### config.mk
export PLATFORM = sky130hd
export DESIGN_NAME = uart_bus_ctrl
export DESIGN_NICKNAME = d
export VERILOG_FILES = /design/src/rtl/uart_pkg.sv /design/src/rtl/uart_txq.sv /design/src/rtl/uart_bus_ctrl.sv
export SDC_FILE = /design/constraint.sdc
export NUM_CORES = 1
export LEC_CHECK = 0
export ABC_AREA = 1
export CORE_ASPECT_RATIO = 0.75
export CORE_MARGIN = 1
export CORE_UTILIZATION = 50
export CTS_BUF_LIST = sky130_fd_sc_hd__clkbuf_16
export CTS_CLUSTER_DIAMETER = 80
export DETAILED_ROUTE_END_ITERATION = 8
export PLACE_DENSITY = 0.87
export SETUP_SLACK_MARGIN = 0.4
export SYNTH_ARGS = -nofsm -noshare
export SYNTH_HDL_FRONTEND = slang
export SYNTH_SLANG_ARGS = --single-unit
### constraint.sdc
create_clock -name clk -period 3 [get_ports clk]
set_clock_uncertainty 0.1 [all_clocks]
set_input_delay 0.6 -clock clk [delete_from_list [all_inputs] [get_ports clk]]
set_output_delay 0.6 -clock clk [all_outputs]
set_load 0.005 [all_outputs]
### src/rtl/uart_pkg.sv
// uart_pkg: definitions shared by the UART bus controller and its bench.
//   - register offsets (addr[3:2] of the CPU access)
//   - STATUS / CTRL bit positions
//   - scheduler state encoding
//   - reset baud divisor and the smallest divisor accepted from software
package uart_pkg;

  // Register word offsets, compared against addr[3:2].
  localparam logic [1:0] UART_DATA = 2'd0;
  localparam logic [1:0] UART_STAT = 2'd1;
  localparam logic [1:0] UART_BAUD = 2'd2;
  localparam logic [1:0] UART_CTRL = 2'd3;

  // STATUS bit positions.
  localparam int STAT_TX_BUSY   = 0;
  localparam int STAT_TXQ_FULL  = 1;
  localparam int STAT_TXQ_EMPTY = 2;
  localparam int STAT_RX_EMPTY  = 3;
  localparam int STAT_TX_OVF    = 4;
  localparam int STAT_BAUD_PEND = 5;

  // CTRL bit positions.
  localparam int CTRL_TX_EN = 0;
  localparam int CTRL_FLUSH = 1;

  // 50 MHz / 115200 baud.
  localparam logic [15:0] DEFAULT_CPB = 16'd434;
  localparam logic [15:0] MIN_CPB     = 16'd4;

  // The peripheral reports an empty RX FIFO with an all-ones word.
  localparam logic [31:0] RX_EMPTY_WORD = 32'hFFFF_FFFF;

  // Transmit scheduler states.
  typedef enum logic [1:0] {
    IDLE   = 2'd0,
    LAUNCH = 2'd1,
    ACTIVE = 2'd2
  } sched_state_t;

  function automatic logic rx_is_empty(input logic [31:0] word);
    return word == RX_EMPTY_WORD;
  endfunction

endpackage

### src/rtl/uart_txq.sv
// uart_txq: circular FIFO buffering CPU transmit bytes.
//   clk, reset    : clock, asynchronous active-low reset
//   push/push_data: enqueue request and byte
//   pop           : dequeue the head entry (ignored when empty)
//   flush         : drop all entries this cycle; a push in the same cycle is lost
//   head          : current head entry (valid while !empty)
//   full/empty    : occupancy flags
//   count         : number of stored entries
// A push while full is accepted only if a pop frees a slot in the same cycle;
// otherwise the byte is dropped and the parent flags the overflow.
module uart_txq
  import uart_pkg::*;
#(
  parameter int DEPTH = 4,
  parameter int WIDTH = 8
) (
  input  logic                     clk,
  input  logic                     reset,
  input  logic                     push,
  input  logic [WIDTH-1:0]         push_data,
  input  logic                     pop,
  input  logic                     flush,
  output logic [WIDTH-1:0]         head,
  output logic                     full,
  output logic                     empty,
  output logic [$clog2(DEPTH):0]   count
);

  localparam int AW = $clog2(DEPTH);
  localparam logic [AW:0] FULL_COUNT = (AW+1)'(DEPTH);

  // Storage is a few entries deep, so the head is read combinationally; the
  // scheduler registers it into tx_data at launch time.
  logic [WIDTH-1:0] mem [DEPTH];

  logic [AW-1:0] wr_ptr_reg;
  logic [AW-1:0] rd_ptr_reg;
  logic [AW:0]   count_reg;

  logic do_pop;
  logic do_push;

  assign empty  = (count_reg == '0);
  assign full   = (count_reg == FULL_COUNT);
  assign count  = count_reg;
  assign head   = mem[rd_ptr_reg];

  assign do_pop  = pop & ~empty & ~flush;
  // A full queue still accepts a byte when the head leaves in the same cycle.
  assign do_push = push & ~flush & (~full | do_pop);

  always_ff @(posedge clk) begin
    if (do_push) begin
      mem[wr_ptr_reg] <= push_data;
    end
  end

  // Power-of-two depth: pointer increments wrap naturally.
  always_ff @(posedge clk or negedge reset) begin
    if (!reset) begin
      wr_ptr_reg <= '0;
      rd_ptr_reg <= '0;
      count_reg  <= '0;
    end else if (flush) begin
      wr_ptr_reg <= '0;
      rd_ptr_reg <= '0;
      count_reg  <= '0;
    end else begin
      if (do_push) begin
        wr_ptr_reg <= wr_ptr_reg + AW'(1);
      end
      if (do_pop) begin
        rd_ptr_reg <= rd_ptr_reg + AW'(1);
      end
      case ({do_push, do_pop})
        2'b10:   count_reg <= count_reg + (AW+1)'(1);
        2'b01:   count_reg <= count_reg - (AW+1)'(1);
        default: count_reg <= count_reg;
      endcase
    end
  end

endmodule

### src/rtl/uart_bus_ctrl.sv
// uart_bus_ctrl: memory-mapped front end for uart_peripheral.
//   clk, reset     : clock, asynchronous active-low reset
//   sel/we/re      : CPU access select, store and load strobes
//   addr, wdata    : byte offset (addr[3:2] picks the register), store data
//   rdata          : load data, combinational
//   uart_rdata     : peripheral RX word (all ones = RX empty)
//   tx_busy        : peripheral transmitter busy
//   tx_start       : one-cycle launch pulse, tx_data valid with it
//   read_rx        : one-cycle RX pop, asserted with a DATA load
//   clk_per_bit    : active baud divisor driven to the peripheral
// Registers: DATA (0x0), STATUS (0x4), BAUD (0x8), CTRL (0xC).
module uart_bus_ctrl #(
  parameter int          TXQ_DEPTH   = 4,
  parameter logic [15:0] DEFAULT_CPB = uart_pkg::DEFAULT_CPB,
  parameter logic [15:0] MIN_CPB     = uart_pkg::MIN_CPB
) (
  input  logic        clk,
  input  logic        reset,
  input  logic        sel,
  input  logic        we,
  input  logic        re,
  input  logic [3:0]  addr,
  input  logic [31:0] wdata,
  output logic [31:0] rdata,
  input  logic [31:0] uart_rdata,
  input  logic        tx_busy,
  output logic        tx_start,
  output logic [7:0]  tx_data,
  output logic        read_rx,
  output logic [15:0] clk_per_bit
);

  import uart_pkg::*;

  // ---------------------------------------------------------------------------
  // Address decode
  // ---------------------------------------------------------------------------
  logic [1:0] reg_sel;
  logic       wr_data;
  logic       wr_stat;
  logic       wr_baud;
  logic       wr_ctrl;
  logic       rd_any;
  logic       flush;
  logic       baud_write;

  assign reg_sel = addr[3:2];
  assign wr_data = sel & we & (reg_sel == UART_DATA);
  assign wr_stat = sel & we & (reg_sel == UART_STAT);
  assign wr_baud = sel & we & (reg_sel == UART_BAUD);
  assign wr_ctrl = sel & we & (reg_sel == UART_CTRL);
  assign rd_any  = sel & re;

  // Only a load from DATA consumes an RX byte.
  assign read_rx = rd_any & (reg_sel == UART_DATA);

  assign flush      = wr_ctrl & wdata[CTRL_FLUSH];
  // Divisors below the minimum would stall the peripheral; drop them.
  assign baud_write = wr_baud & (wdata[15:0] >= MIN_CPB);

  // ---------------------------------------------------------------------------
  // TX queue
  // ---------------------------------------------------------------------------
  logic                         q_pop;
  logic                         q_full;
  logic                         q_empty;
  logic [7:0]                   q_head;
  logic [$clog2(TXQ_DEPTH):0]   q_count;

  uart_txq #(
    .DEPTH (TXQ_DEPTH),
    .WIDTH (8)
  ) u_txq (
    .clk       (clk),
    .reset     (reset),
    .push      (wr_data),
    .push_data (wdata[7:0]),
    .pop       (q_pop),
    .flush     (flush),
    .head      (q_head),
    .full      (q_full),
    .empty     (q_empty),
    .count     (q_count)
  );

  // A push that finds the queue full and no slot freed this cycle is lost.
  logic ovf_event;
  assign ovf_event = wr_data & ~flush & q_full & ~q_pop;

  // ---------------------------------------------------------------------------
  // Control / status registers
  // ---------------------------------------------------------------------------
  logic        tx_en_reg;
  logic        tx_ovf_reg;
  logic [15:0] baud_shadow_reg;

  always_ff @(posedge clk or negedge reset) begin
    if (!reset) begin
      tx_en_reg       <= 1'b1;
      tx_ovf_reg      <= 1'b0;
      baud_shadow_reg <= DEFAULT_CPB;
    end else begin
      if (ovf_event) begin
        tx_ovf_reg <= 1'b1;
      end else if (wr_stat & wdata[STAT_TX_OVF]) begin
        tx_ovf_reg <= 1'b0;
      end
      if (baud_write) begin
        baud_shadow_reg <= wdata[15:0];
      end
      if (wr_ctrl) begin
        tx_en_reg <= wdata[CTRL_TX_EN];
      end
    end
  end

  // ---------------------------------------------------------------------------
  // Transmit scheduler
  // ---------------------------------------------------------------------------
  sched_state_t state_reg;
  logic         tx_start_reg;
  logic [7:0]   tx_data_reg;
  logic [15:0]  clk_per_bit_reg;
  logic         baud_pending_reg;
  logic         launch_wait_reg;

  logic apply_baud;
  logic launch;

  // The divisor is swapped only while idle with the transmitter quiet, so a
  // frame never sees its bit period change. A pending swap takes priority
  // over the next launch.
  assign apply_baud = (state_reg == IDLE) & baud_pending_reg & ~tx_busy;
  assign launch     = (state_reg == IDLE) & ~apply_baud & tx_en_reg &
                      ~q_empty & ~tx_busy;
  assign q_pop      = launch;

  always_ff @(posedge clk or negedge reset) begin
    if (!reset) begin
      state_reg        <= IDLE;
      tx_start_reg     <= 1'b0;
      tx_data_reg      <= '0;
      clk_per_bit_reg  <= DEFAULT_CPB;
      baud_pending_reg <= 1'b0;
      launch_wait_reg  <= 1'b0;
    end else begin
      tx_start_reg <= 1'b0;
      case (state_reg)
        IDLE: begin
          if (apply_baud) begin
            clk_per_bit_reg  <= baud_shadow_reg;
            baud_pending_reg <= 1'b0;
          end else if (launch) begin
            tx_data_reg     <= q_head;
            tx_start_reg    <= 1'b1;
            launch_wait_reg <= 1'b0;
            state_reg       <= LAUNCH;
          end
        end
        LAUNCH: begin
          // Give the peripheral two cycles to raise busy; move on regardless
          // so a missed handshake cannot wedge the scheduler.
          if (tx_busy || launch_wait_reg) begin
            state_reg <= ACTIVE;
          end else begin
            launch_wait_reg <= 1'b1;
          end
        end
        ACTIVE: begin
          if (!tx_busy) begin
            state_reg <= IDLE;
          end
        end
        default: state_reg <= IDLE;
      endcase
      // A new shadow value written in the same cycle as an apply re-arms the
      // pending flag so the newer value is applied on the next idle cycle.
      if (baud_write) begin
        baud_pending_reg <= 1'b1;
      end
    end
  end

  assign tx_start    = tx_start_reg;
  assign tx_data     = tx_data_reg;
  assign clk_per_bit = clk_per_bit_reg;

  // ---------------------------------------------------------------------------
  // Read mux
  // ---------------------------------------------------------------------------
  always_comb begin
    rdata = '0;
    if (rd_any) begin
      case (reg_sel)
        UART_DATA: rdata = uart_rdata;
        UART_STAT: begin
          rdata[STAT_TX_BUSY]   = tx_busy;
          rdata[STAT_TXQ_FULL]  = q_full;
          rdata[STAT_TXQ_EMPTY] = q_empty;
          rdata[STAT_RX_EMPTY]  = rx_is_empty(uart_rdata);
          rdata[STAT_TX_OVF]    = tx_ovf_reg;
          rdata[STAT_BAUD_PEND] = baud_pending_reg;
        end
        UART_BAUD: rdata[15:0] = baud_shadow_reg;
        UART_CTRL: rdata[CTRL_TX_EN] = tx_en_reg;
        default:   rdata = '0;
      endcase
    end
  end

  // Bits intentionally not consumed by this block.
  logic unused_bits;
  assign unused_bits = ^{wdata[31:16], addr[1:0], q_count};

endmodule

Word-level counts from Yosys, hierarchy flattened
Memory sizes are Yosys's and may differ from the RTL's. A register that Yosys moved wholly into a read port is not among the register bits.
Cells that the tools add are included.
- bits of input ports: 74
- RAM bits: 32
- latch bits: 0
- memories: 1
- bits in registers: 46
- ROM bits: 0
- word-level logic and storage cells: 107
- multipliers: 0
- reduce and logical (&&, ||, !) cells: 17
- eq/ne operators: 14
- shifts and indexed selects: 0
- muxes and demuxes: 30
- magnitude comparators: 1
- bitwise gates (word level): 29
- $add $sub $neg: 4
- div/mod/pow operators: 0
- memory list (memory ; depth ; bits a word ; read ports ; clocked after Yosys merged registers in ; write ports ; line ; source):
    u_txq.mem ; 4 ; 8 ; 1 ; 1 ; 1 ; uart_txq.sv:34 ; logic [WIDTH-1:0] mem [DEPTH];
- operators with widths (operator ; count):
    32-bit == test, second input constant ; 1
    32-bit two-way mux ; 1
    1-bit AND ; 22
    10-bit one-hot mux with 2 select lines ; 1
    16-bit by 3-bit greater-or-equal comparator with 1-bit output, second input constant ; 1
    16-bit two-way mux ; 1
    2-bit two-way mux ; 8
    5-bit one-hot mux with 3 select lines ; 1
    1-bit two-way mux ; 13
    2-bit nonzero test ; 6
    2-bit != test, second input constant ; 5
    2-bit == test, second input constant ; 4
    4-bit AND reduction ; 2
    2-bit by 1-bit == test with 1-bit output, second input constant ; 3
    1-bit NOT ; 6
    2-bit one-hot mux with 3 select lines ; 1
    3-bit one-hot mux with 2 select lines ; 1
    2-bit by 1-bit adder with 2-bit output, second input constant ; 2
    2-bit zero test ; 2
    1-bit one-hot mux with 4 select lines ; 1
    2-bit AND reduction ; 2
    3-bit by 1-bit adder with 3-bit output, second input constant ; 1
    3-bit == test, second input constant ; 1
    3-bit zero test ; 1
    8 further kinds ; 8

Longest topological paths before layout
Gate-level depths: netlist (run 1).
- depth in word-level cells: 15
- gate-level depth with buffers: 14

By module
A second synthesis (run 1) with hierarchy kept.
- cell total of the unflattened synthesis: 485
- area, all modules: 4166.5 um^2
- modules (own cells, without submodules) (module ; sequential area each (um^2) ; area each (um^2) ; cells an instance ; times used):
    uart_bus_ctrl ; 1189.9 ; 2497.4 ; 341 ; 1
    uart_txq ; 1136.1 ; 1669.1 ; 144 ; 1

Least setup slack after synthesis (run 1)
No wires, ideal clock.
- path kind: input -> register
- from: input addr[3]
- to: register u_txq.count_reg[2], in the netlist u_txq.count[2]
- data required time: 2.783 ns
- arrival time: 2.024 ns
- path slack: 0.759 ns
- stages: 13
- buffers on the path: 0
- cells stage by stage: nor2_2 inv_2 nor2_2 inv_2 nand3_4 inv_1 fa_1 xor2_1 nand4_1 nand2_1 nor2_1 nand2_1 nand2_1
- longest elaborated chain between the ends: 10
- RTL lines (element ; line ; source):
    from (decl) ; uart_bus_ctrl.sv:22 ; input logic [3:0] addr,
    2-bit == test ; uart_bus_ctrl.sv:51 ; assign wr_ctrl = sel & we & (reg_sel == UART_CTRL);
    1-bit AND ; uart_bus_ctrl.sv:51 ;
    1-bit AND ; uart_bus_ctrl.sv:57 ; assign flush = wr_ctrl & wdata[CTRL_FLUSH];
    1-bit NOT ; uart_txq.sv:48, uart_txq.sv:50 ;
    1-bit AND ; uart_txq.sv:48 ; assign do_pop = pop & ~empty & ~flush;
    1-bit OR ; uart_txq.sv:50 ; assign do_push = push & ~flush & (~full | do_pop);
    1-bit AND ; uart_txq.sv:50 ;
    2-bit by 1-bit == test with 1-bit output or 2-bit == test (tied branches) ; uart_txq.sv:75 ; case ({do_push, do_pop})
    3-bit one-hot mux with 2 select lines ; uart_txq.sv:75 ;
    3-bit two-way mux ; uart_txq.sv:64 ; end else if (flush) begin
    to (signal assigned) ; uart_txq.sv:76 ; 2'b10: count_reg <= count_reg + (AW+1)'(1);
    to (signal assigned) ; uart_txq.sv:77 ; 2'b01: count_reg <= count_reg - (AW+1)'(1);
    to (signal assigned) ; uart_txq.sv:78 ; default: count_reg <= count_reg;
    to (decl) ; uart_txq.sv:38 ; logic [AW:0] count_reg;
Several ways; a longest one is shown, not always the timed one.
A chain may end at the register's enable or synchronous reset.

Worst setup path in the final report (run 1)
- from: input uart_rdata[21]
- to: output rdata[3]
- longest elaborated chain between the ends: 3
- RTL lines (element ; line ; source):
    from (decl) ; uart_bus_ctrl.sv:25 ; input logic [31:0] uart_rdata,
    32-bit == test ; uart_pkg.sv:41 ; return word == RX_EMPTY_WORD;
    5-bit one-hot mux with 3 select lines ; uart_bus_ctrl.sv:194 ; case (reg_sel)
    32-bit two-way mux ; uart_bus_ctrl.sv:193 ; if (rd_any) begin
    to (decl) ; uart_bus_ctrl.sv:24 ; output logic [31:0] rdata,
No other way between the ends.

==> qor_table.md, run 1 <==
| Parameter | This run |
|:---|:---|
| Largest net degree at the start of global routing | 55 |
| Via density per instance | 5.892 |
| Pre-CTS setup slack | -0.05959 ns |
| Clock tree root buffer cell | sky130_fd_sc_hd__clkbuf_16 |
| Count of different cell masters after synthesis | 39 |
| Half-perimeter wire length of the detailed placement result | 8.471 mm |
| DIE HEIGHT | 81.11 µm |
| Worst reg2reg path startpoint | u_txq.count[2] |
| Max rail drop VDD | 0.0004443 V |
| CP Class | in -> out |
| First-pass GRT wire length | 20.07 mm |
| RR Endpoint | u_txq.count[2] |
| Number of setup violations in the final report | 0 |
| Most common cell after layout, fill and taps aside | sky130_fd_sc_hd__nand2_1 |
| Antenna violation net count after detailed routing | 0 |
| Total power draw | 4.350 mW |
| Peak Freq | 373.9 MHz |
| Total of warnings raised by yosys | 0 |
| GR Util All Layers | 0.3094 |
| DRC Markers | 0 |
| Leftover overflow at the end of global routing | 0 |
| Number of flip-flops under the largest register name | 32 |
| Synthesized net count | 535 |
| Htree depth | 3 |
| Clock sink count | 86 |
| Critical path endpoint category | output pin |
| Min Clock Period, post-route | 2.674 ns |
| Sequential share of the synthesized area | 0.5576 |
| Setup repair after global routing missed its margin | true |
| Total of max-cap violations | 0 |
| Category of the worst setup path launch point | input pin |
| Fin crit share | 0.8914 |
| Iteration-0 DRC Markers | 359 |
| Filler Cell Count | 483 |
| Number of port buffers | 113 |
| Required @ worst endpoint | 2.30 ns |
| Number of instances in the synthesized netlist | 456 |
| Vias in the first global route | 4,136 |
| Min-delay worst type | in -> async |
| TritonCTS clock tree | yes |
| IO Count | 132 |
| Vias | 4,189 |
| DRT Pass-1 Iters | 5 |
| Cell Rows | 28 |
| Sum Neg Setup Slack | 0 ns |
| Die area | 8716 µm² |
| Number of nets at the end of the flow | 680 |
| Final weighted congestion of routability-driven global placement | 0.8674 |
| Post-synthesis instance area | 4172 µm² |
| Antenna Cells | 0 |
| Area growth syn-to-layout | 45.32% |
| Final Max Tran Viols | 0 |
| CP arrival | 1.97 ns |
| Initial antenna violation count | 0 |
| Slack of the critical path | 0.3257 ns |
| Average detailed-routed wire length per instance | 19.48 µm |
| Horizontal die dimension | 107.5 µm |
| Critical-path maximum fanout | 2 |
| FF-to-FF setup slack | 0.73 ns |
| Max Root-Sink Buffers | 2 |
| Share of post-route cells with drive strength above 1 | 0.1815 |
| Clock latency on the worst-skew pair | 0.35 ns |
| CTS clock-pin slew for the worst setup and hold paths | 0.07 ns |
| Number of flip-flops and latches in the synthesized netlist | 86 |
| Placeable core area | 7988 µm² |
| Tightest Pin Transition | 0.7003 ns |
| Number of cells on the worst reg-to-reg path | 12 |
| Final routed wirelength across all metal layers | 13.85 mm |
| Most used cells in the layout excluding fill and tap cells | 113 x sky130_fd_sc_hd__nand2_1, 74 x sky130_fd_sc_hd__nor2_1, 67 x sky130_fd_sc_hd__clkdlybuf4s50_1, 43 x sky130_fd_sc_hd__dfrtp_1, 33 x sky130_fd_sc_hd__buf_4 |
| Run status | complete, no violations |
| Leakage | 3.036 nW |
| Power per unit of standard cell area | 717.5 nW/µm² |
| Initial Util | 0.5222 |
| Post-Synthesis Mean Instance Area | 9.148 µm² |
| Worst-case headroom to the max-slew limit | 0.5331 |
| TritonCTS buffer count | 9 |
| Endpoints failing hold | 0 |
## power by group
part | switching, mW | internal (mW) | leakage, nW
clock network | 0.527 | 0.592 | 0.145
registers | 0.266 | 1.53 | 0.938
logic | 0.764 | 0.668 | 1.95
total | 1.56 | 2.79 | 3.04
## area by class of cell
class,count,area [µm²],share of cell area
Sequential cell,86,2326,0.3837
Multi-Input combinational cell,316,1685,0.2780
Timing Repair Buffer,153,1483,0.2446
Clock buffer,9,225.2,0.03715
Inverter,35,136.4,0.02250
Tap cell,105,131.4,0.02167
Clock inverter,7,75.07,0.01238
## per-stage QoR
stage | cell area (µm²) | cells | util | hold slack (ns)
after floorplan | 4172 | 456 | - | 0.2044
after CTS | 5912 | 705 | 0.7401 | 0.3220
after detailed placement | 5532 | 682 | 0.6925 | 0.3575
final | 6062 | 711 | 0.7589 | 0.2885
after global placement | 5532 | 682 | 0.6925 | 0.3551
after global routing | 6062 | 711 | 0.7589 | 0.3490
## worst max-delay path by stage
stage / from / cells after the start / end
after floorplan: addr[3] / 13 / u_txq.count[2]
after global placement: addr[3] / 7 / rdata[11]
after detailed placement: addr[3] / 8 / rdata[3]
after CTS: re / 6 / rdata[6]
after global routing: uart_rdata[21] / 6 / rdata[3]
final: uart_rdata[21] / 6 / rdata[3]
## per-layer routing
layer	wire length [µm]	track usage
met3	1162	0.05939
met1	5089	0.3803
met2	6878	0.5316
met5	0	0
met4	721	0.1507
## kinds of logic (layout without fill, tap and decap cells)
family,Yosys count,after routing,share of synthesized area
flip-flops,86,86,0.5576
buffers and inverters,54,204,0.05549
AO/OA/AOI/OAI,59,59,0.09178
AND/OR/NAND/NOR,250,250,0.2735
XOR/XNOR,1,1,0.002100
multiplexers,1,1,0.002699
adder cells (fa/ha/maj),5,5,0.01680
## Yosys cell counts
master	instances	area, µm²
sky130_fd_sc_hd__clkbuf_1	5	18.77
sky130_fd_sc_hd__edfxtp_1	32	960.9
sky130_fd_sc_hd__buf_6	1	11.26
sky130_fd_sc_hd__a21oi_1	6	30.03
sky130_fd_sc_hd__a32o_1	10	100.1
sky130_fd_sc_hd__a31oi_1	10	62.56
sky130_fd_sc_hd__fa_1	1	20.02
sky130_fd_sc_hd__nor2_2	6	37.54
sky130_fd_sc_hd__o21ai_1	2	10.01
sky130_fd_sc_hd__buf_4	2	15.01
sky130_fd_sc_hd__dfrtp_1	43	1076
sky130_fd_sc_hd__nand2_2	2	12.51
sky130_fd_sc_hd__inv_2	5	18.77
sky130_fd_sc_hd__nand3_1	26	130.1
sky130_fd_sc_hd__buf_2	11	55.05
sky130_fd_sc_hd__nand2_4	2	22.52
sky130_fd_sc_hd__nand4_4	1	21.27
sky130_fd_sc_hd__nor3_2	3	30.03
sky130_fd_sc_hd__nand4_1	12	75.07
sky130_fd_sc_hd__a21oi_4	1	16.27
sky130_fd_sc_hd__nor2_4	1	11.26
sky130_fd_sc_hd__nor4_4	1	21.27
sky130_fd_sc_hd__o221ai_1	1	8.760
sky130_fd_sc_hd__xor2_1	1	8.760
sky130_fd_sc_hd__nand2_1	115	431.7
sky130_fd_sc_hd__nand3_4	1	17.52
sky130_fd_sc_hd__o211ai_1	1	7.510
sky130_fd_sc_hd__clkinv_1	1	3.750
sky130_fd_sc_hd__o31ai_1	2	15.01
sky130_fd_sc_hd__o21ai_0	24	120.1
sky130_fd_sc_hd__nor2_1	76	285.3
sky130_fd_sc_hd__inv_1	29	108.9
sky130_fd_sc_hd__mux2_2	1	11.26
sky130_fd_sc_hd__nand3_2	2	20.02
sky130_fd_sc_hd__nor2_8	1	20.02
sky130_fd_sc_hd__ha_1	4	50.05
sky130_fd_sc_hd__nor3_1	1	5.000
sky130_fd_sc_hd__o22ai_1	2	12.51
sky130_fd_sc_hd__dfstp_2	11	289.0
## worst max-delay path, cell delays in order
cell	delay [ns]
sky130_fd_sc_hd__clkdlybuf4s50_1	0.54
sky130_fd_sc_hd__nand4_1	0.15
sky130_fd_sc_hd__nor2_1	0.19
sky130_fd_sc_hd__nand4_1	0.17
sky130_fd_sc_hd__a21oi_2	0.19
sky130_fd_sc_hd__buf_2	0.13
## timing repair
item,4_1_cts,5_1_grt
setup buffers,5,6
gates cloned,2,0
hold buffers,0,0
resized for setup,43,40
endpoints found under the setup margin,34,31
pin swaps,6,10
Power figures use the tool's default switching activity.
==> inputs of run 2 (changes only) <==
--- a/config.mk
+++ b/config.mk
@@ -6,13 +6,14 @@
 export NUM_CORES = 1
 export LEC_CHECK = 0
 export ABC_AREA = 1
+export CAP_MARGIN = 10
 export CORE_ASPECT_RATIO = 0.75
 export CORE_MARGIN = 1
-export CORE_UTILIZATION = 50
+export CORE_UTILIZATION = 31
 export CTS_BUF_LIST = sky130_fd_sc_hd__clkbuf_16
 export CTS_CLUSTER_DIAMETER = 80
 export DETAILED_ROUTE_END_ITERATION = 8
-export PLACE_DENSITY = 0.87
+export PLACE_DENSITY = 0.59
 export SETUP_SLACK_MARGIN = 0.4
 export SYNTH_ARGS = -nofsm -noshare
 export SYNTH_HDL_FRONTEND = slang
==> run 2 against run 1 <==
Against the previous run:
- setup slack better by 0.14 ns
- via count decreased by 13%
- maximum frequency increased by 5.3%
- final cell count rose by 8.0%
- wire length decreased by 17%
- count of clock-buffer cells in the layout did not move
- combinational power down 6%
- cell area is essentially flat
- flip-flop and latch count unchanged
- first-iteration DRC count decreased by 50%
- total power decreased by 2.8%
- critical path type unchanged
==> qor_table.md, run 2 (synthesis results as in run 1) <==
| Parameter | This run |
|:---|:---|
| Clock tree root buffer cell | sky130_fd_sc_hd__clkbuf_16 |
| Vias | 3,630 |
| Endpoints failing hold | 0 |
| Internal power consumption | 2.846 mW |
| Critical-path maximum fanout | 18 |
| Antenna violation net count after detailed routing | 0 |
| Power per unit of standard cell area | 697.2 nW/µm² |
| Crit path to | rdata[22] |
| Switching component of the power | 1.381 mW |
| Initial Util | 0.3193 |
| IO Count | 132 |
| DRC Markers | 0 |
| Number of port buffers | 113 |
| Most used cells in the layout excluding fill and tap cells | 114 x sky130_fd_sc_hd__nand2_1, 80 x sky130_fd_sc_hd__clkdlybuf4s50_1, 75 x sky130_fd_sc_hd__nor2_1, 41 x sky130_fd_sc_hd__dfrtp_1, 32 x sky130_fd_sc_hd__edfxtp_1 |
| Combinational share of power | 0.318 |
| Number of cells on the worst reg-to-reg path | 11 |
| Initial antenna violation count | 0 |
| Iteration-0 DRC Markers | 181 |
| Non-Filler Instances | 768 |
| Required @ worst endpoint | 2.30 ns |
| Vias in the first global route | 3,454 |
| CTS clock-pin slew for the worst setup and hold paths | 0.06 ns |
| Share of post-route cells with drive strength above 1 | 0.1642 |
| Final routed wirelength across all metal layers | 11.53 mm |
| Via density per instance | 4.727 |
| FF-to-FF setup slack | 0.95 ns |
| Peak Freq | 393.8 MHz |
| Area growth syn-to-layout | 45.35% |
| Min Clock Period, post-route | 2.539 ns |
| Max Root-Sink Buffers | 2 |
| Placed Cells incl. Taps | 748 |
| Run status | complete, no violations |
| Horizontal die dimension | 135.9 µm |
| Setup repair after global routing missed its margin | false |
| Die area | 13,930 µm² |
| Average detailed-routed wire length per instance | 15.01 µm |
| Switching Share | 0.3267 |
| Max rail drop VDD | 0.0003259 V |
| Library cell contributing the largest single delay on the critical path | sky130_fd_sc_hd__clkdlybuf4s50_1 |
| Number of nets at the end of the flow | 671 |
| Worst reg2reg path startpoint | u_txq.count[2] |
| Final weighted congestion of routability-driven global placement | 0.8183 |
| TritonCTS buffer count | 9 |
| Worst-case headroom to the max-slew limit | 0.3362 |
| GR Util All Layers | 0.1691 |
| Tightest Pin Transition | 0.9957 ns |
| Min-delay worst type | in -> async |
| CP arrival | 1.84 ns |
| Longest individual stage delay on the worst path | 0.52 ns |
| DRT Pass-1 Iters | 4 |
| Clock sink count | 86 |
| Sum Neg Setup Slack | 0 ns |
| WP buf/inv | 4 |
| CP startpoint | addr[2] |
| Fin crit share | 0.8464 |
| RR Endpoint | u_txq.count[2] |
| Number of setup violations in the final report | 0 |
| Leakage | 2.867 nW |
| Category of the worst setup path launch point | input pin |
| Number of flip-flops under the largest register name | 32 |
| CP Class | in -> out |
| Family with the most delay on the worst path | buffers and inverters |
| Relative contribution of sequential cells to total power | 0.423 |
| DIE HEIGHT | 102.5 µm |
| TritonCTS clock tree | yes |
| Cell Rows | 36 |
| Final Max Tran Viols | 0 |
| Half-perimeter wire length of the detailed placement result | 8.695 mm |
| Most common cell after layout, fill and taps aside | sky130_fd_sc_hd__nand2_1 |
| Clock latency on the worst-skew pair | 0.34 ns |
| Critical path endpoint category | output pin |
| Critical Path Stages | 7 |
| Critical Path, Cell by Cell | buf_2, nor2_4, buf_4, buf_12, nand2_1, nor2_1, clkdlybuf4s50_1 |
| Largest net degree at the start of global routing | 44 |
| First-pass GRT wire length | 17.95 mm |
| Total of max-cap violations | 0 |
| Placeable core area | 13,060 µm² |
| Part of the total power dissipated in the clock network | 0.259 |
| Leftover overflow at the end of global routing | 0 |
| Antenna Cells | 0 |
| Htree depth | 3 |
[run 2: changes by cell type in the layout (fill, tap and decap cells not counted), moves of 3 or more]
| cell | previous run | this run |
|---|---|---|
| sky130_fd_sc_hd__dlygate4sd2_1 | 17 | 14 |
| sky130_fd_sc_hd__buf_4 | 33 | 25 |
| sky130_fd_sc_hd__inv_8 | 3 | 0 |
| sky130_fd_sc_hd__clkdlybuf4s50_1 | 67 | 80 |
| sky130_fd_sc_hd__buf_6 | 6 | 2 |
| sky130_fd_sc_hd__dlymetal6s2s_1 | 25 | 14 |
[run 2: worst min-delay path by stage]
stage | slack [ns] | start | cells after the start | to
6_report | 0.34 | reset | 1 | u_txq.count[0]
4_1_cts | 0.36 | reset | 1 | u_txq.count[1]
3_5_place_dp | 0.35 | clk_per_bit[8] | 2 | clk_per_bit[8]
5_1_grt | 0.39 | clk_per_bit[14] | 2 | clk_per_bit[14]
2_1_floorplan | 0.20 | reset | 0 | baud_pending_reg
3_3_place_gp | 0.36 | launch_wait_reg | 2 | launch_wait_reg
[run 2: timing repair]
action                     4_1_cts  5_1_grt
buffers inserted                 2        0
hold buffers                     0        0
pin swaps                        5        1
cloned                           2        0
setup endpoints to repair       33       21
resized for setup               37       25
[run 2: through the flow]
step	hold slack, ns	power (mW)	setup slack [ns]	area, µm²	utilization
after floorplan	0.2044	2.463	0.7592	4172	-
after global placement	0.3562	3.105	0.01501	5639	0.4317
after detailed placement	0.3549	3.144	-0.04125	5639	0.4317
after CTS	0.3608	4.263	0.3280	6005	0.4597
after global routing	0.3853	4.519	0.4050	6063	0.4642
final	0.3385	4.227	0.4608	6063	0.4642
[run 2: routing by layer]
metal | track usage | wire length, µm | part of all wire | vias up
li1 | - | - | - | 1804
met1 | 0.2387 | 5459 | 0.47 | 1730
met2 | 0.2657 | 5355 | 0.46 | 87
met3 | 0.03869 | 632 | 0.055 | 9
met4 | 0.03504 | 82 | 0.0071 | 0
met5 | 0 | 0 | 0 | -
[run 2: power by group through the flow]
stage          sequential (mW)  combinational (mW)  clock [mW]
2_1_floorplan             1.72               0.746           0
3_3_place_gp              1.80                1.31           0
3_5_place_dp              1.80                1.34           0
4_1_cts                   1.79                1.35        1.12
5_1_grt                   1.84                1.52        1.16
6_report                  1.79                1.34        1.10
[run 2: area by class of cell]
class	count	area [µm²]
Clock buffer	9	225.2
Clock inverter	7	67.56
Fill cell	1249	6999
Inverter	35	131.4
Multi-Input combinational cell	316	1670
Sequential cell	86	2328
Tap cell	171	214.0
Timing Repair Buffer	144	1426
==> inputs of run 3 (changes only) <==
==> constraint.sdc (replaced) <==
create_clock -name clk -period 2.4 [get_ports clk]
set_clock_uncertainty 0.1 [all_clocks]
set_input_delay 0.48 -clock clk [delete_from_list [all_inputs] [get_ports clk]]
set_output_delay 0.48 -clock clk [all_outputs]
set_load 0.005 [all_outputs]
==> run 3 against run 2 <==
Against the previous run:
- via count is 5.4% higher
- global-route usage is 1.1 points higher
- setup slack worse by 0.093 ns
- combinational power is 43% higher
- largest cell class unchanged
==> qor_table.md, run 3 (synthesis results as in run 1) <==
| Parameter | This run |
|:---|:---|
| Critical Path Stages | 12 |
| Most used cells in the layout excluding fill and tap cells | 112 x sky130_fd_sc_hd__nand2_1, 74 x sky130_fd_sc_hd__nor2_1, 56 x sky130_fd_sc_hd__buf_4, 40 x sky130_fd_sc_hd__dfrtp_1, 40 x sky130_fd_sc_hd__clkdlybuf4s50_1 |
| Leftover overflow at the end of global routing | 0 |
| Antenna Cells | 0 |
| TritonCTS clock tree | yes |
| Total of max-cap violations | 0 |
| Horizontal die dimension | 135.9 µm |
| Iteration-0 DRC Markers | 196 |
| Total power draw | 5.492 mW |
| Clock latency on the worst-skew pair | 0.34 ns |
| Number of cells on the worst reg-to-reg path | 12 |
| RR Endpoint | u_txq.count[2] |
| Required @ worst endpoint | 2.53 ns |
| Worst reg2reg path startpoint | u_txq.count[0] |
| IO Count | 132 |
| First-pass GRT wire length | 19.19 mm |
| Category of the worst setup path launch point | flop |
| Area growth syn-to-layout | 50.06% |
| Clock sink count | 86 |
| DRC Markers | 0 |
| Most common cell after layout, fill and taps aside | sky130_fd_sc_hd__nand2_1 |
| Setup repair after global routing missed its margin | true |
| Final Max Tran Viols | 0 |
| Die area | 13,930 µm² |
| Power per unit of standard cell area | 877.3 nW/µm² |
| Antenna violation net count after detailed routing | 0 |
| Number of flip-flops under the largest register name | 32 |
| Final weighted congestion of routability-driven global placement | 0.8449 |
| Max Root-Sink Buffers | 2 |
| DIE HEIGHT | 102.5 µm |
| Vias in the first global route | 3,744 |
| Fin crit share | 0.8468 |
| WP buf/inv | 2 |
| DRT Pass-1 Iters | 5 |
| CTS clock-pin slew for the worst setup and hold paths | 0.07 ns |
| CP arrival | 2.16 ns |
| GR Util All Layers | 0.1800 |
| Peak Freq | 492.1 MHz |
| Number of port buffers | 113 |
| Top cell by count, worst path | sky130_fd_sc_hd__nand2_1 |
| Run status | complete, no violations |
| Library cell contributing the largest single delay on the critical path | sky130_fd_sc_hd__dfrtp_2 |
| Vias | 3,827 |
| Final routed wirelength across all metal layers | 12.17 mm |
| Number of nets at the end of the flow | 707 |
| Placed standard-cell area | 5842 µm² |
| Leakage | 2.895 nW |
| Largest net degree at the start of global routing | 55 |
| Min Clock Period, post-route | 2.032 ns |
| Number of setup violations in the final report | 0 |
| Initial antenna violation count | 0 |
| Longest individual stage delay on the worst path | 0.43 ns |
| TritonCTS buffer count | 9 |
| Average detailed-routed wire length per instance | 15.14 µm |
| Cell Rows | 36 |
| Worst-case headroom to the max-slew limit | 0.5820 |
| Critical Path, Cell by Cell | buf_4, nor3_4, nor2_4, nand3_4, inv_1, fa_2, xor2_2, nand4_1, nand2_1, nor2_1, nand2_1, nand2_1 |
| Min-delay worst type | in -> async |
| FF-to-FF setup slack | 0.37 ns |
| Endpoints failing hold | 0 |
| Placeable core area | 13,060 µm² |
| Via density per instance | 4.760 |
| Final design instance area without fill | 6260 µm² |
| Tightest Pin Transition | 0.6263 ns |
| Filler Cell Count | 1,268 |
| Critical path endpoint category | flop |
| Hold buffers post-CTS | 0 |
| Initial Util | 0.3193 |
| Clock tree root buffer cell | sky130_fd_sc_hd__clkbuf_16 |
| Critical-path maximum fanout | 3 |
| Htree depth | 3 |
| CP Class | reg -> reg |
| Half-perimeter wire length of the detailed placement result | 8.713 mm |
| Max rail drop VDD | 0.0003760 V |
| Family with the most delay on the worst path | simple AND/OR/NAND/NOR gates |
| Share of post-route cells with drive strength above 1 | 0.2749 |
run 3: cell types whose count changed in the layout (fill, tap and decap cells not counted), sizes merged:
cell,before,now
buf,33,90
bufinv,1,0
clkbuf,10,15
clkdlybuf4s15,1,7
clkdlybuf4s50,80,40
clkinvlp,1,0
dlygate4sd2,14,36
dlymetal6s2s,14,1
inv,37,38
run 3: through the flow:
step	std cells	setup slack, ns	TNS (ns)	util	hold WS, ns
final	804	0.3678	0	0.4792	0.01587
after floorplan	456	0.3779	0	-	0.08441
after global routing	804	0.2923	0	0.4792	0.04908
after detailed placement	772	-0.3996	-17.22	0.4472	0.3580
after CTS	801	0.3701	0	0.4759	0.02235
after global placement	772	-0.3994	-17.14	0.4472	0.3564
run 3: report_power, final:
part           leakage (nW)  total, mW  switching (mW)  internal, mW
Sequential            0.935       2.19           0.268          1.92
Combinational          1.81       1.92           0.983         0.933
Clock                 0.151       1.39           0.607         0.780
run 3: cell type report:
| cell class | count | area [µm²] | area share |
|---|---|---|---|
| Tap cell | 171 | 214.0 | 0.03418 |
| Timing Repair Buffer | 180 | 1564 | 0.2499 |
| Multi-Input combinational cell | 316 | 1718 | 0.2744 |
| Clock buffer | 10 | 250.2 | 0.03998 |
| Sequential cell | 86 | 2330 | 0.3722 |
| Clock inverter | 6 | 50.05 | 0.007995 |
| Inverter | 35 | 133.9 | 0.02139 |
run 3: worst max-delay path by stage:
stage / slack [ns] / from / end
finish: 0.37 / u_txq.count[0] / u_txq.count[2]
global route: 0.29 / u_txq.count[0] / u_txq.count[2]
CTS: 0.37 / addr[2] / rdata[0]
detailed placement: -0.40 / addr[3] / rdata[0]
global placement: -0.40 / addr[2] / rdata[3]
floorplan: 0.38 / tx_busy / u_txq.mem[0][0]
run 3: worst reg2reg max path: cells and delay by family, from the launching register on:
kind / cells / cell delay (ns)
XOR/XNOR: 1 / 0.16
adder cells (fa/ha/maj): 1 / 0.34
buffers and inverters: 2 / 0.20
flip-flops: 1 / 0.43
AND/OR/NAND/NOR: 8 / 0.70
run 3: repair_timing:
action / CTS / global route
setup buffers: 11 / 3
endpoints found under the setup margin: 70 / 66
resized for setup: 173 / 35
endpoints found under the hold margin: 0 / 0
gates cloned: 2 / 0
pin swaps: 23 / 14
run 3: layer usage:
layer  track usage  up-vias  wire length, µm
met5             0        -                0
met4       0.04444        0               67
met3       0.03522        7              552
met2        0.2834       83             5816
met1        0.2550     1867             5733
li1              -     1870                -
